<file path="config.mk">
export PLATFORM = sky130hd
export DESIGN_NAME = instr_fetch_unit
export DESIGN_NICKNAME = d
export VERILOG_FILES = /design/src/rtl/instr_fetch_unit.sv
export SDC_FILE = /design/constraint.sdc
export NUM_CORES = 1
export LEC_CHECK = 0
export CORE_MARGIN = 5
export CORE_UTILIZATION = 41
export DETAILED_ROUTE_END_ITERATION = 6
export PLACE_DENSITY = 0.86
export SYNTH_ARGS = -nofsm -noshare
export SYNTH_HDL_FRONTEND = slang
export SYNTH_SLANG_ARGS = --single-unit
</file>
<file path="constraint.sdc">
create_clock -name clk -period 2 [get_ports clk]
set_input_delay 0.4 -clock clk [delete_from_list [all_inputs] [get_ports clk]]
set_output_delay 0.4 -clock clk [all_outputs]
set_load 0.05 [all_outputs]
</file>
<file path="src/rtl/instr_fetch_unit.sv">
// Fetch stage: holds the PC, issues one instruction-memory request at a time,
// registers the returned word for decode and handles branch-unit redirects.
module instr_fetch_unit #(
  parameter logic [31:0] RESET_PC  = 32'h0000_0000,
  parameter logic [31:0] NOP_INSTR = 32'h0000_0013
) (
  input  logic        clk,
  input  logic        rst,
  output logic        IMemReq,
  output logic [31:0] IMemAddr,
  input  logic        IMemGnt,
  input  logic        IMemRValid,
  input  logic [31:0] IMemRData,
  input  logic        BrTaken,
  input  logic [31:0] BrTarget,
  input  logic        DecReady,
  output logic        DecValid,
  output logic [31:0] Instr,
  output logic [31:0] PC,
  output logic [31:0] PCPlus4,
  output logic [6:0]  OpCode,
  output logic [2:0]  Funct3,
  output logic [6:0]  Funct7,
  output logic        Misaligned
);

  typedef enum logic [1:0] {
    FETCH = 2'd0,
    WAIT  = 2'd1,
    HOLD  = 2'd2,
    DROP  = 2'd3
  } state_t;

  state_t      state_q, state_d;
  logic [31:0] fetch_pc_q, fetch_pc_d;
  logic [31:0] req_pc_q, req_pc_d;
  logic [31:0] instr_q, instr_d;
  logic [31:0] pc_q, pc_d;
  logic        dec_valid_q, dec_valid_d;
  logic        misaligned_q, misaligned_d;
  logic [31:0] br_target;

  // Redirects are always word-aligned; low bits only feed the Misaligned flag.
  assign br_target = {BrTarget[31:2], 2'b00};

  always_ff @(posedge clk) begin
    if (rst) begin
      state_q      <= FETCH;
      fetch_pc_q   <= RESET_PC;
      req_pc_q     <= 32'h0;
      instr_q      <= NOP_INSTR;
      pc_q         <= 32'h0;
      dec_valid_q  <= 1'b0;
      misaligned_q <= 1'b0;
    end else begin
      state_q      <= state_d;
      fetch_pc_q   <= fetch_pc_d;
      req_pc_q     <= req_pc_d;
      instr_q      <= instr_d;
      pc_q         <= pc_d;
      dec_valid_q  <= dec_valid_d;
      misaligned_q <= misaligned_d;
    end
  end

  always_comb begin
    state_d      = state_q;
    fetch_pc_d   = fetch_pc_q;
    req_pc_d     = req_pc_q;
    instr_d      = instr_q;
    pc_d         = pc_q;
    dec_valid_d  = dec_valid_q;
    misaligned_d = BrTaken & (BrTarget[1:0] != 2'b00);

    // A redirect always retargets the next fetch, whatever the state.
    if (BrTaken) begin
      fetch_pc_d = br_target;
    end

    unique case (state_q)
      FETCH: begin
        if (IMemGnt) begin
          if (BrTaken) begin
            state_d = DROP;
          end else begin
            state_d    = WAIT;
            req_pc_d   = fetch_pc_q;
            fetch_pc_d = fetch_pc_q + 32'd4;
          end
        end
      end
      WAIT: begin
        if (IMemRValid) begin
          if (BrTaken) begin
            state_d = FETCH;
          end else begin
            state_d     = HOLD;
            instr_d     = IMemRData;
            pc_d        = req_pc_q;
            dec_valid_d = 1'b1;
          end
        end else if (BrTaken) begin
          state_d = DROP;
        end
      end
      HOLD: begin
        if (BrTaken) begin
          state_d     = FETCH;
          instr_d     = NOP_INSTR;
          dec_valid_d = 1'b0;
        end else if (DecReady) begin
          state_d     = FETCH;
          dec_valid_d = 1'b0;
        end
      end
      DROP: begin
        // Wrong-path response is swallowed here.
        if (IMemRValid) begin
          state_d = FETCH;
        end
      end
      default: state_d = FETCH;
    endcase
  end

  assign IMemReq    = (state_q == FETCH) && !rst;
  assign IMemAddr   = fetch_pc_q;
  assign DecValid   = dec_valid_q;
  assign Instr      = instr_q;
  assign PC         = pc_q;
  assign PCPlus4    = pc_q + 32'd4;
  assign OpCode     = instr_q[6:0];
  assign Funct3     = instr_q[14:12];
  assign Funct7     = instr_q[31:25];
  assign Misaligned = misaligned_q;

endmodule

</file>
==> implementation parameters <==
Parameter                              Value

Yosys
  Register bit total from synthesis    132
  Area of the mapped netlist    6002 sq um
  Top-area cell type share of the netlist area    0.4403
  Post-synthesis instance total    752
  Synthesized netlist net count    824
  Top cells by area in the synthesized netlist    dfxtp_1 (44%), nand2_1 (9.5%), a21oi_1 (5.8%)
  Number of synthesized flops with an enable pin    0
  Synthesis Warnings    0
  Mean post-synth cell area    7.981 sq um
  Cell type with the highest aggregate area in the netlist    dfxtp_1
  Most common library cells after synthesis    nand2_1 (152), dfxtp_1 (132), a21oi_1 (69), nor2_1 (65), clkbuf_1 (37)
  Post-synthesis cell type count    47
  Share of synthesized area occupied by flip-flops and latches    0.4403
  Async set-or-reset flop fraction in the synthesized netlist    0
  Most used standard cell by instance count after synthesis    nand2_1
  Dominant synthesized flop cell    dfxtp_1

Timing
  Worst clock skew on the final layout    11.24 ps
  Max-slew headroom at the worst pin    0.6309
  Total negative slack for setup checks    -11070 ps
  Min setup slack post-route    -586.4 ps
  Hold Fails Final Rpt    0
  Final min period    2586 ps
  Maximum clock frequency    386.6 MHz
  Measured slew at the worst slew-check pin    552.7 ps
  Max Slew Vio Count    0
  RSZ-0062 raised after global routing    yes
  Final setup violating endpoints    24
  Final cycle utilization of the critical path    1.293
  Worst hold slack after final layout    410.0 ps

GRT
  GRT Residual Overflow    0
  Via count of the first global-routing pass    6652
  First-pass GRT wire length    33020 microns
  Antenna violations before repair    0
  Pin count of the biggest net entering global routing    75
  GRT Overall Usage    0.2396

CTS
  Clock latency on the worst-skew pair    420 ps
  Post-CTS Hold Buffers    0
  Total number of clock tree sinks    132
  CTS clock-pin slew for the worst setup and hold paths    60 ps
  H-tree depth    4
  TritonCTS clock tree    done
  CTS Root Cell    clkbuf_16
  Maximum clock insertion buffer count    2
  CTS buffer count    17

Worst setup path
  Slowest stage cell on the critical path    or3_4
  CP required    1600 ps
  Critical path's top delay family    simple AND/OR/NAND/NOR gates
  Category of the most critical setup path    flop to primary output
  CP endpoint kind    primary output
  Biggest cell delay along the critical path    480 ps
  Type of origin of the critical path    flop
  CP Data Arrival Time    2190 ps
  Maximum net fanout on the critical path    4
  Number of buffer and inverter instances along the worst setup path    2
  Critical path cell sequence    nand4_1, or3_4, buf_6, nor4_4, xor2_4, buf_12

Power
  Reported leakage power    0.004644 uW
  Power per cell area    655.1 nW/um^2
  Worst voltage drop across the vdd grid    0.0005784 V

Placed design
  Setup Slack @ Placement    -495.1 ps
  Detailed-placement wirelength estimate    15090 microns
  Port buffer count    217
  Placed cell area    9592 sq um
  Routability cong.    0.8942

Floorplan
  Core area    14420 sq um
  Die Span Y    131.0 microns
  Number of rows created at floorplan    44
  Die width    131.0 microns
  Die ar.    17160 sq um
  Top-level I/O count    218
  Effective utilization at floorplan    0.4161

Final layout
  Area of all placed cells without fillers    10600 sq um
  Number of nets in the final layout    1097
  Synth-to-Final Area Change    76.67%
  Proportion of layout cells with a drive suffix above 1    0.3256
  Number of inserted diodes    0
  Fill cell count    976

Run status
  Status    finished, violations left
  Violations in the final reports    setup timing

Detailed routing
  Detailed-route DRC error count    0
  DRC violation total after the first TritonRoute iteration    692
  Total length of routed wires    21450 microns
  Detailed Routing Iterations Pass 1    5
  Remaining antenna violation count after routing    0
  Via count normalized by instance count    5.473
  Routed via count    6688
  Per-cell routed wire length    17.55 microns

Flow run
  Count of max-cap constraint violations    0

Min path
  Worst hold path type    primary input to flop
## metal layers
layer | share of wire | GRT usage | wire length [microns]
met1 | 0.39 | 0.2969 | 8370
met2 | 0.50 | 0.4041 | 10800
met3 | 0.085 | 0.06545 | 1831
met4 | 0.021 | 0.07804 | 444
met5 | 0 | 0 | 0
## state kept, by name, summed over array words and instances (netlist names)
signal and cells:
Misaligned 1, DecValid 1, state_q 2, IMemAddr 32
PC 32, Instr 32, req_pc_q 32
## worst reg2reg max path: stages (launching register included)
cell,delay [ps]
dfxtp_4,370
ha_1,170
nor4bb_2,300
buf_4,200
nand2_1,90
buf_4,170
or3_1,320
a311oi_2,270
## worst paths after layout
path                        startpoint  cells after the start                       end  slack [ps]
min                                rst                      2  req_pc_q[2]$_SDFFE_PP0P_         410
max reg2reg     IMemAddr[2]$_SDFF_PP0_                      7   IMemAddr[18]$_SDFF_PP0_          30
max                 PC[6]$_SDFFE_PP0P_                      6               PCPlus4[23]        -590
min reg2reg  req_pc_q[26]$_SDFFE_PP0P_                      2       PC[26]$_SDFFE_PP0P_         440
## layout by cell type, fill, tap and decap left out, types with 19 or more instances in the layout
cell type        netlist  layout
buf_4                 19     151
nand2_1              152     150
dfxtp_1              132      88
clkdlybuf4s50_1        0      76
a21oi_1               69      68
nor2_1                65      56
buf_12                 0      33
dlymetal6s2s_1         0      31
a22oi_1               30      30
dfxtp_2                0      27
dlygate4sd2_1          0      23
nand3_1               28      21
nand4_1               19      19
## final cells by class
| cell class | count | area (sq um) | area share |
|---|---|---|---|
| repair buffers | 325 | 3282 | 0.3095 |
| clock buffers | 21 | 470.5 | 0.04437 |
| multi-input cells | 537 | 3710 | 0.3499 |
| inverters | 12 | 45.04 | 0.004248 |
| well taps | 184 | 230.2 | 0.02171 |
| flip-flops and latches | 132 | 2740 | 0.2584 |
| clock inverters | 11 | 126.4 | 0.01192 |
## through the flow
stage,utilization,std cells,power [uW]
detailed placement,0.6650,1179,3863
finish,0.7352,1222,6946
CTS,0.7185,1216,6929
floorplan,-,752,3394
global route,0.7352,1222,7152
global placement,0.6650,1179,3845
## report_power, final
part / internal (uW) / switching [uW]
Clock: 1940 / 1180
Sequential: 2700 / 94.2
Combinational: 418 / 616
Total: 5060 / 1890
## timing repair
item                       CTS  global route
pin swaps                   22            16
hold endpoints to repair     0             0
resized for setup           55            57
setup endpoints to repair   52            64
buffers inserted             5             8
## kinds of logic (layout without fill, tap and decap cells)
group / after synthesis / after routing / share of synthesized area
adders and majority gates: 2 / 2 / 0.004169
DFF: 132 / 132 / 0.4403
xor gates and xnor gates: 38 / 38 / 0.05545
and+or+nand+nor: 344 / 344 / 0.2704
buffers and inverters: 83 / 369 / 0.06587
AOI/OAI and AO/OA: 153 / 153 / 0.1639
Power figures use the tool's default switching activity.
